[config.mk]
export PLATFORM = sky130hd
export DESIGN_NAME = mem_branch_resolve_unit
export DESIGN_NICKNAME = d
export VERILOG_FILES = /design/src/rtl/mem_branch_resolve_unit_pkg.sv /design/src/rtl/mem_branch_resolve_unit_branch_history_table.sv /design/src/rtl/mem_branch_resolve_unit.sv
export SDC_FILE = /design/constraint.sdc
export NUM_CORES = 1
export LEC_CHECK = 0
export BUFFER_PORTS_ARGS = -buffer_cell sky130_fd_sc_hd__buf_2
export CAP_MARGIN = 10
export CORE_ASPECT_RATIO = 0.8
export CORE_MARGIN = 2
export CORE_UTILIZATION = 40
export CTS_CLUSTER_SIZE = 8
export DETAILED_ROUTE_END_ITERATION = 16
export PLACE_DENSITY = 0.58
export SYNTH_ARGS = -nofsm -noshare
export SYNTH_HDL_FRONTEND = slang
export SYNTH_SLANG_ARGS = --single-unit
[constraint.sdc]
create_clock -name clk -period 6 [get_ports clk]
set_clock_uncertainty 0.15 [all_clocks]
set_input_delay 1.2 -clock clk [delete_from_list [all_inputs] [get_ports clk]]
set_output_delay 1.2 -clock clk [all_outputs]
set_load 0.005 [all_outputs]
[src/rtl/mem_branch_resolve_unit_pkg.sv]
// Shared constants, BHT counter encoding and decode helpers for the MEM-stage branch resolve unit.
package mem_branch_resolve_unit_pkg;

    localparam logic [2:0] F3_BEQ  = 3'b000;
    localparam logic [2:0] F3_BNE  = 3'b001;
    localparam logic [2:0] F3_BLT  = 3'b100;
    localparam logic [2:0] F3_BGE  = 3'b101;
    localparam logic [2:0] F3_BLTU = 3'b110;
    localparam logic [2:0] F3_BGEU = 3'b111;

    typedef enum logic [1:0] {
        SNT = 2'b00,
        WNT = 2'b01,
        WT  = 2'b10,
        ST  = 2'b11
    } bht_ctr_e;

    localparam bht_ctr_e    BHT_RESET = WNT;
    localparam logic [31:0] PC_STEP   = 32'd4;

    function automatic bht_ctr_e bht_next(input bht_ctr_e ctr, input logic taken);
        bht_ctr_e nxt;
        nxt = ctr;
        if (taken) begin
            if (ctr != ST) nxt = bht_ctr_e'(ctr + 2'b01);
        end else begin
            if (ctr != SNT) nxt = bht_ctr_e'(ctr - 2'b01);
        end
        return nxt;
    endfunction

    // lt is the slt/sltu outcome carried in ALU_result[0]; 010/011 never take.
    function automatic logic branch_cond(input logic [2:0] f3, input logic zero, input logic lt);
        logic taken;
        taken = 1'b0;
        case (f3)
            F3_BEQ:           taken = zero;
            F3_BNE:           taken = ~zero;
            F3_BLT, F3_BLTU:  taken = lt;
            F3_BGE, F3_BGEU:  taken = ~lt;
            default:          taken = 1'b0;
        endcase
        return taken;
    endfunction

endpackage

[src/rtl/mem_branch_resolve_unit_branch_history_table.sv]
// 2-bit saturating-counter branch history table: async reset, one update port, one
// combinational read port that returns the pre-update value on a same-index collision.
module branch_history_table
    import mem_branch_resolve_unit_pkg::*;
#(
    parameter int unsigned IDX_W = 6
) (
    input  logic             clk,
    input  logic             rst,
    input  logic [IDX_W-1:0] rd_idx_i,
    output logic             rd_taken_o,
    input  logic             upd_en_i,
    input  logic [IDX_W-1:0] upd_idx_i,
    input  logic             upd_taken_i
);

    localparam int unsigned DEPTH = 1 << IDX_W;

    bht_ctr_e   tbl_q [DEPTH];
    logic [1:0] rd_ctr;

    always_ff @(posedge clk or negedge rst) begin
        if (!rst) begin
            for (int unsigned i = 0; i < DEPTH; i++) begin
                tbl_q[i] <= BHT_RESET;
            end
        end else if (upd_en_i) begin
            tbl_q[upd_idx_i] <= bht_next(tbl_q[upd_idx_i], upd_taken_i);
        end
    end

    assign rd_ctr     = tbl_q[rd_idx_i];
    assign rd_taken_o = rd_ctr[1];

endmodule

[src/rtl/mem_branch_resolve_unit.sv]
// MEM-stage next-PC resolution, mispredict detection, wrong-path kill window and BHT owner.
// Optional statistics counters are enabled by defining BRANCH_STATS_EN.
module mem_branch_resolve_unit
    import mem_branch_resolve_unit_pkg::*;
#(
    parameter int unsigned BHT_IDX_W   = 6,
    parameter int unsigned KILL_CYCLES = 3
) (
    input  logic        clk,
    input  logic        rst,
    input  logic [31:0] inst_MEM,
    input  logic [31:0] pc_MEM,
    input  logic [31:0] pc_prediction_MEM,
    input  logic        branch_flag_MEM,
    input  logic        jal_flag_MEM,
    input  logic        jalr_flag_MEM,
    input  logic        zero_flag_MEM,
    input  logic [31:0] ALU_result_MEM,
    input  logic [31:0] imme_MEM,
    input  logic [31:0] read_data_1_MEM,
    input  logic [31:0] pc_IF,
    output logic        predict_taken_IF,
    output logic        wrong_prediction_flag,
    output logic [31:0] redirect_pc,
    output logic        inst_valid_MEM
`ifdef BRANCH_STATS_EN
    ,
    output logic [31:0] branch_count,
    output logic [31:0] mispredict_count
`endif
);

    // Keep a 1-bit counter when KILL_CYCLES is 0 so the register stays well formed.
    localparam int unsigned KW        = (KILL_CYCLES > 0) ? $clog2(KILL_CYCLES + 1) : 1;
    localparam logic [KW-1:0] KILL_LOAD = KW'(KILL_CYCLES);

    logic [KW-1:0] kill_q, kill_d;
    logic          taken;
    logic [31:0]   actual_pc;
    logic [31:0]   jalr_sum;
    logic          unused_bits;

    always_comb begin
        taken     = branch_flag_MEM & branch_cond(inst_MEM[14:12], zero_flag_MEM, ALU_result_MEM[0]);
        jalr_sum  = read_data_1_MEM + imme_MEM;
        if (jal_flag_MEM)       actual_pc = pc_MEM + imme_MEM;
        else if (jalr_flag_MEM) actual_pc = jalr_sum & ~32'h1;
        else if (taken)         actual_pc = pc_MEM + imme_MEM;
        else                    actual_pc = pc_MEM + PC_STEP;

        inst_valid_MEM        = (inst_MEM != '0) && (kill_q == '0);
        wrong_prediction_flag = inst_valid_MEM && (actual_pc != pc_prediction_MEM);
        redirect_pc           = actual_pc;

        kill_d = kill_q;
        if (wrong_prediction_flag) kill_d = KILL_LOAD;
        else if (kill_q != '0)     kill_d = kill_q - KW'(1);
    end

    always_ff @(posedge clk or negedge rst) begin
        if (!rst) kill_q <= '0;
        else      kill_q <= kill_d;
    end

    branch_history_table #(
        .IDX_W (BHT_IDX_W)
    ) u_bht (
        .clk         (clk),
        .rst         (rst),
        .rd_idx_i    (pc_IF[BHT_IDX_W+1:2]),
        .rd_taken_o  (predict_taken_IF),
        .upd_en_i    (inst_valid_MEM & branch_flag_MEM),
        .upd_idx_i   (pc_MEM[BHT_IDX_W+1:2]),
        .upd_taken_i (taken)
    );

`ifdef BRANCH_STATS_EN
    logic [31:0] branch_count_q, mispredict_count_q;

    always_ff @(posedge clk or negedge rst) begin
        if (!rst) begin
            branch_count_q     <= '0;
            mispredict_count_q <= '0;
        end else begin
            if (inst_valid_MEM && (branch_flag_MEM || jal_flag_MEM || jalr_flag_MEM))
                branch_count_q <= branch_count_q + 32'd1;
            if (wrong_prediction_flag)
                mispredict_count_q <= mispredict_count_q + 32'd1;
        end
    end

    assign branch_count     = branch_count_q;
    assign mispredict_count = mispredict_count_q;
`endif

    assign unused_bits = ^{ALU_result_MEM[31:1], pc_IF[31:BHT_IDX_W+2], pc_IF[1:0]};

endmodule

After elaboration in Yosys (flattened, before gate mapping):

Index checks and enable logic that the tools add are counted.

* register bits after elaboration: 130
* latch bits: 0
* memory bits (writable): 0
* memory bits (read-only): 0
* bits of input ports: 230
* output and inout bits: 35
* logic and storage cells: 117
* memories: 0

* add/sub/neg operators: 6
* $mul: 0
* div/mod/pow operators: 0
* order comparisons: 3
* eq/ne operators: 7
* shift-type cells: 0
* multiplexer cells: 19
* bitwise logic cells: 6
* reductions and logical operators: 11

Operators with widths (number)
* bitwise mux 128 bit: 1
* 2-to-1 mux 32 bit: 3
* adder 32 bit: 2
* adder 32 x 3 -> 32 bit, second input constant: 1
* inequality test 32 bit: 1
* nonzero test 32 bit: 1
* binary-select mux 2 bit (select 6 bit): 2
* 2-to-1 mux 2 bit: 11
* greater-or-equal comparator 7 bit, second input constant: 2
* NOT 6 -> 7 bit: 2
* demux 2 bit (select 6 bit): 1
* equality test 3 bit, second input constant: 4
* less-than comparator 7 x 1 -> 1 bit, second input constant: 1
* nonzero test 2 bit: 3
* one-hot mux 1 bit (4 select lines): 1
* OR reduction 2 bit: 2
* subtractor 2 x 1 -> 2 bit, second input constant: 2
* equality test 3 x 1 -> 1 bit, second input constant: 1
* logical AND 1 bit: 3
* logical NOT 3 bit: 1
* adder 2 x 1 -> 2 bit, second input constant: 1
* AND 1 bit: 2
* logical NOT 2 bit: 1
* inequality test 2 bit, second input constant: 1
* NOT 1 bit: 2

Longest topological paths before layout:

* depth in word-level cells: 10
* gate-level depth with buffers: 14
* gate-level depth less buffers: 13

Cells and area by module:

From an unflattened synthesis, not the netlist that was laid out.

* cell total of the unflattened synthesis: 1569
* area total of the unflattened synthesis: 12936.2 sq um

Modules (own cells, without submodules)
* branch_history_table: times used 1, cells an instance 657, area each 6831.6 sq um, seq. area each 3283.1 sq um
* mem_branch_resolve_unit: times used 1, cells an instance 912, area each 6104.6 sq um, seq. area each 50.0 sq um

Least setup slack after synthesis:

OpenSTA, ideal clock, no wires.

* path kind: input port to output port
* start point: in pc_MEM[0]
* end point: out wrong_prediction_flag
* arrival time: 4.042 ns
* required time: 4.650 ns
* slack: 0.608 ns
* stages on the path: 13
* buffers on the path: 0
* cell sequence: ha_1 -> fa_1 -> a211oi_2 -> o21ai_2 -> o211ai_1 -> a2111o_1 -> nand3_1 -> a311o_1 -> and3_4 -> a2111oi_4 -> nand3_2 -> nor3_1 -> nor2_1

* longest elaborated chain between the ends: 6
* elaborated cells between the ends (all ways): 7
* classes of those cells: 2 x add/sub; 1 x eq/ne; 3 x mux; 1 x reduce/logical

Ends and longest elaborated chain
* start, declared: line mem_branch_resolve_unit.sv:12 `input logic [31:0] pc_MEM,`
* adder 32 x 3 -> 32 bit / adder 32 bit (equally long branches): line mem_branch_resolve_unit.sv:49, mem_branch_resolve_unit.sv:46, mem_branch_resolve_unit.sv:48
* 2-to-1 mux 32 bit: line mem_branch_resolve_unit.sv:48 `else if (taken) actual_pc = pc_MEM + imme_MEM;`
* 2-to-1 mux 32 bit: line mem_branch_resolve_unit.sv:47 `else if (jalr_flag_MEM) actual_pc = jalr_sum & ~32'h1;`
* 2-to-1 mux 32 bit *: line mem_branch_resolve_unit.sv:46 `if (jal_flag_MEM) actual_pc = pc_MEM + imme_MEM;`
* inequality test 32 bit *: line mem_branch_resolve_unit.sv:52 `wrong_prediction_flag = inst_valid_MEM && (actual_pc != pc_prediction_MEM);`
* logical AND 1 bit *: line mem_branch_resolve_unit.sv:52
* end, declared: line mem_branch_resolve_unit.sv:23 `output logic wrong_prediction_flag,`

Every way passes the cells marked *; elsewhere a longest branch is shown, timed or not.

Worst setup path in the final report:

* start point: in imme_MEM[0]
* end point: out wrong_prediction_flag

* longest elaborated chain between the ends: 6
* elaborated cells between the ends (all ways): 7
* classes of those cells: 2 x add/sub; 1 x eq/ne; 3 x mux; 1 x reduce/logical

Ends and longest elaborated chain
* start, declared: line mem_branch_resolve_unit.sv:19 `input logic [31:0] imme_MEM,`
* adder 32 bit: line mem_branch_resolve_unit.sv:46, mem_branch_resolve_unit.sv:48
* 2-to-1 mux 32 bit: line mem_branch_resolve_unit.sv:48
* 2-to-1 mux 32 bit: line mem_branch_resolve_unit.sv:47
* 2-to-1 mux 32 bit *: line mem_branch_resolve_unit.sv:46
* inequality test 32 bit *: line mem_branch_resolve_unit.sv:52
* logical AND 1 bit *: line mem_branch_resolve_unit.sv:52

Marked as above.

==> run metrics <==
total core area 31600 µm²; first-pass GRT wire length 79000 µm; CP Class in -> out; hold_ws 0.386 ns; CTS max path bufs 2; crit end category output port; Final Cycle Share 102%; share of cells above drive strength 1 40.6%; Post-Route WL 53600 µm; clk root buf clkbuf_16; die width 205 µm; cts hold-fix bufs 0; Initial Util 40.9%; Die Y 165 µm; Final ANT Viol Nets 0; setup_tns -0.117 ns; R2R cell count 8; clk slew on worst S/H paths 0.06 ns; vias in the first global route 13300; drt drc 0; Yosys cell types 95; # diodes 0; Nets 2159; RSZ-0062 raised after global routing yes; Maximum Capacitance Violations 0; Syn. warnings 0; TritonCTS clock tree built; DR pass1 iterations 6; setup violators final 1; Filler cells 3067; Rows 58; crit path time final 6.12 ns; sequential area share after synthesis 25.7%; # port buffers 207; pwr/cell area 193 nW/µm²; I/O pin cnt 265; Post-synth EDFFs 0; WL per Instance 23.4 µm; ys async rst share 100%; WP data required 4.65 ns; fmax 163 MHz; placed cell areas 16000 µm²; Worst Setup Slack, final -0.117 ns; failing checks negative setup slack; total grt overflow 0; crit path launch type input port; Max IR drop VDD 230 µV; Total Die Area 33800 µm²; Mapped Cells 1478; Total GRT Usage 31.0%; Leak 7.43 nW; Via density 6.14; Post-synth top flop dfrtp_1; H-tree depth 4; antenna violations before repair 1; Tot Pwr 0.00324 W; finished layout cell area 16800 µm²; Final Util 53.2%; worst slew pin tran 1.04 ns; Syn Nets 1773; CTS sink cnt 130; DP HPWL 42500 µm; Area Growth Syn to Fin 30.0%; final hold vios 0; Pins Over Slew Limit 0; Clk Latency, worst-skew pair 0.42 ns; initial DRC count 1749; largest net degree at the start of global routing 82; HP Class reg -> reg; synthesized area 12900 µm²; via count 14100; Placer Congestion 0.967; Mapped Avg Cell Area 8.76 µm²; Slew headroom 30.7%; status finished with violations; Crit path arrival time 4.77 ns; crit-path max FO 6; Seq cells post-synth 130; Min-Delay Path Depth 1; TritonCTS buffer count 17
==> cell families (layout without fill, tap and decap cells) <==
| family | after synthesis | after routing | share of synthesized area, % |
|---|---|---|---|
| and+or+nand+nor | 519 | 519 | 20.3 |
| AOI/OAI and AO/OA | 406 | 406 | 22.4 |
| muxes | 169 | 169 | 16.4 |
| DFF | 130 | 130 | 25.7 |
| buffers and inverters | 114 | 513 | 3.61 |
| xor gates and xnor gates | 73 | 73 | 4.94 |
| adders and majority gates | 67 | 67 | 6.55 |
==> report_power, final <==
| part | total, W | leakage, nW | switching [W] | internal (W) |
|---|---|---|---|---|
| Clock | 0.00102 | 0.280 | 0.000386 | 0.000630 |
| Sequential | 0.000936 | 1.58 | 0.0000169 | 0.000919 |
| Combinational | 0.00129 | 5.57 | 0.000734 | 0.000554 |
==> critical path, cell delays in order <==
cell and delay, ns:
buf_8 0.10, ha_4 0.16, fa_2 0.37, a211oi_4 0.27, o21ai_4 0.11, buf_6 0.16
o211ai_1 0.26, mux2_4 0.35, o31ai_4 0.25, buf_6 0.14, o21a_1 0.11, o2111ai_2 0.11
nor4_2 0.32, buf_4 0.16, nand4b_1 0.24, nor3_4 0.23, nor2_1 0.06, buf_2 0.15
==> cell usage after synthesis (5+ instances only) <==
| library cell | n | area, µm² |
|---|---|---|
| inv_1 | 28 | 105 |
| o21a_1 | 13 | 97.6 |
| o22ai_1 | 10 | 62.6 |
| a21o_1 | 15 | 113 |
| nor2_1 | 132 | 495 |
| and2_1 | 15 | 93.8 |
| xnor2_1 | 36 | 315 |
| or2_2 | 5 | 31.3 |
| o31ai_1 | 8 | 60.1 |
| o221ai_1 | 7 | 61.3 |
| dfstp_2 | 64 | 1680 |
| ha_1 | 63 | 788 |
| and3_1 | 25 | 156 |
| or4_1 | 5 | 37.5 |
| o21ai_1 | 11 | 55.1 |
| nand3_1 | 45 | 225 |
| or3_1 | 12 | 75.1 |
| nor2b_1 | 6 | 37.5 |
| a221oi_1 | 16 | 140 |
| nor4_1 | 29 | 181 |
| o21ai_0 | 56 | 280 |
| a21oi_1 | 76 | 380 |
| a22o_1 | 12 | 105 |
| a311o_1 | 6 | 60.1 |
| buf_2 | 26 | 130 |
| clkbuf_1 | 48 | 180 |
| a211o_1 | 8 | 70.1 |
| nand4_1 | 42 | 263 |
| nor3_1 | 37 | 185 |
| nand2b_1 | 12 | 75.1 |
| a2111o_1 | 5 | 56.3 |
| mux2_2 | 130 | 1460 |
| a211oi_1 | 15 | 113 |
| o211ai_1 | 20 | 150 |
| a31oi_1 | 15 | 93.8 |
| and4_1 | 7 | 61.3 |
| xor2_1 | 37 | 324 |
| nand2_1 | 120 | 450 |
| mux4_2 | 22 | 495 |
| mux2i_1 | 17 | 170 |
| a22oi_1 | 52 | 390 |
| dfrtp_1 | 66 | 1650 |
| buf_1 | 9 | 33.8 |
==> registers in the layout, summed over array words and instances, names as in the netlist <==
| signal | count |
|---|---|
| kill_q | 2 |
| u_bht.tbl_q | 128 |
==> area by class of cell <==
type	instances	area, µm²	share of cell area, %
Inverter	29	109	0.647
Timing Repair Buffer	452	2950	17.5
Clock inverter	10	109	0.647
Tap cell	420	526	3.12
Multi-Input combinational cell	1234	9340	55.5
Clock buffer	22	464	2.76
Sequential cell	130	3330	19.8
==> layer usage <==
layer  track usage (%)  wire length [µm]  vias up
met2              45.3             22800      742
met4              6.67               833        0
li1                  -                 -     6477
met3              5.90              5280       68
met5                 0                 0        -
met1              46.9             24800     6817
==> cells in the final DEF, fill, tap and decap left out, types with 12 or more instances in the layout <==
master and count:
inv_1 28, a22oi_1 49, nor3_1 34, clkbuf_16 17
o21a_1 13, nand2b_1 12, a31oi_1 14, and3_1 25
dfrtp_1 66, mux2_2 129, nand3_1 45, nand2_1 120
or3_1 12, a211oi_1 13, xor2_1 36, a22o_1 12
xnor2_1 35, o211ai_1 20, a221oi_1 14, buf_2 204
buf_4 240, mux4_2 22, mux2i_1 13, ha_1 62
and2_1 15, a21o_1 15, dfstp_2 64, nor2_1 131
nor4_1 26, o21ai_0 55, a21oi_1 75, nand4_1 42
==> what timing repair did <==
| action | CTS | global route |
|---|---|---|
| setup buffers | 3 | 3 |
| resized for setup | 25 | 17 |
| setup endpoints to repair | 1 | 1 |
| pin swaps | 12 | 12 |
==> worst paths after layout <==
check / start / end / slack [ns]
max reg2reg: u_bht.tbl_q[84] / u_bht.tbl_q[118] / 3.18
min: u_bht.tbl_q[75] / u_bht.tbl_q[75] / 0.39
min reg2reg: u_bht.tbl_q[75] / u_bht.tbl_q[75] / 0.39
max: imme_MEM[0] / wrong_prediction_flag / -0.12
max in group asynchronous: rst / u_bht.tbl_q[87] / 3.62
min in group asynchronous: rst / u_bht.tbl_q[37] / 0.83
==> stage by stage <==
step                      setup slack, ns  cells
after global routing               -0.221   2297
after floorplan                     0.608   1478
after detailed placement           -0.413   2259
final                              -0.117   2297
after CTS                          -0.226   2294
after global placement             -0.387   2259
(Power assumes the default switching activity.)
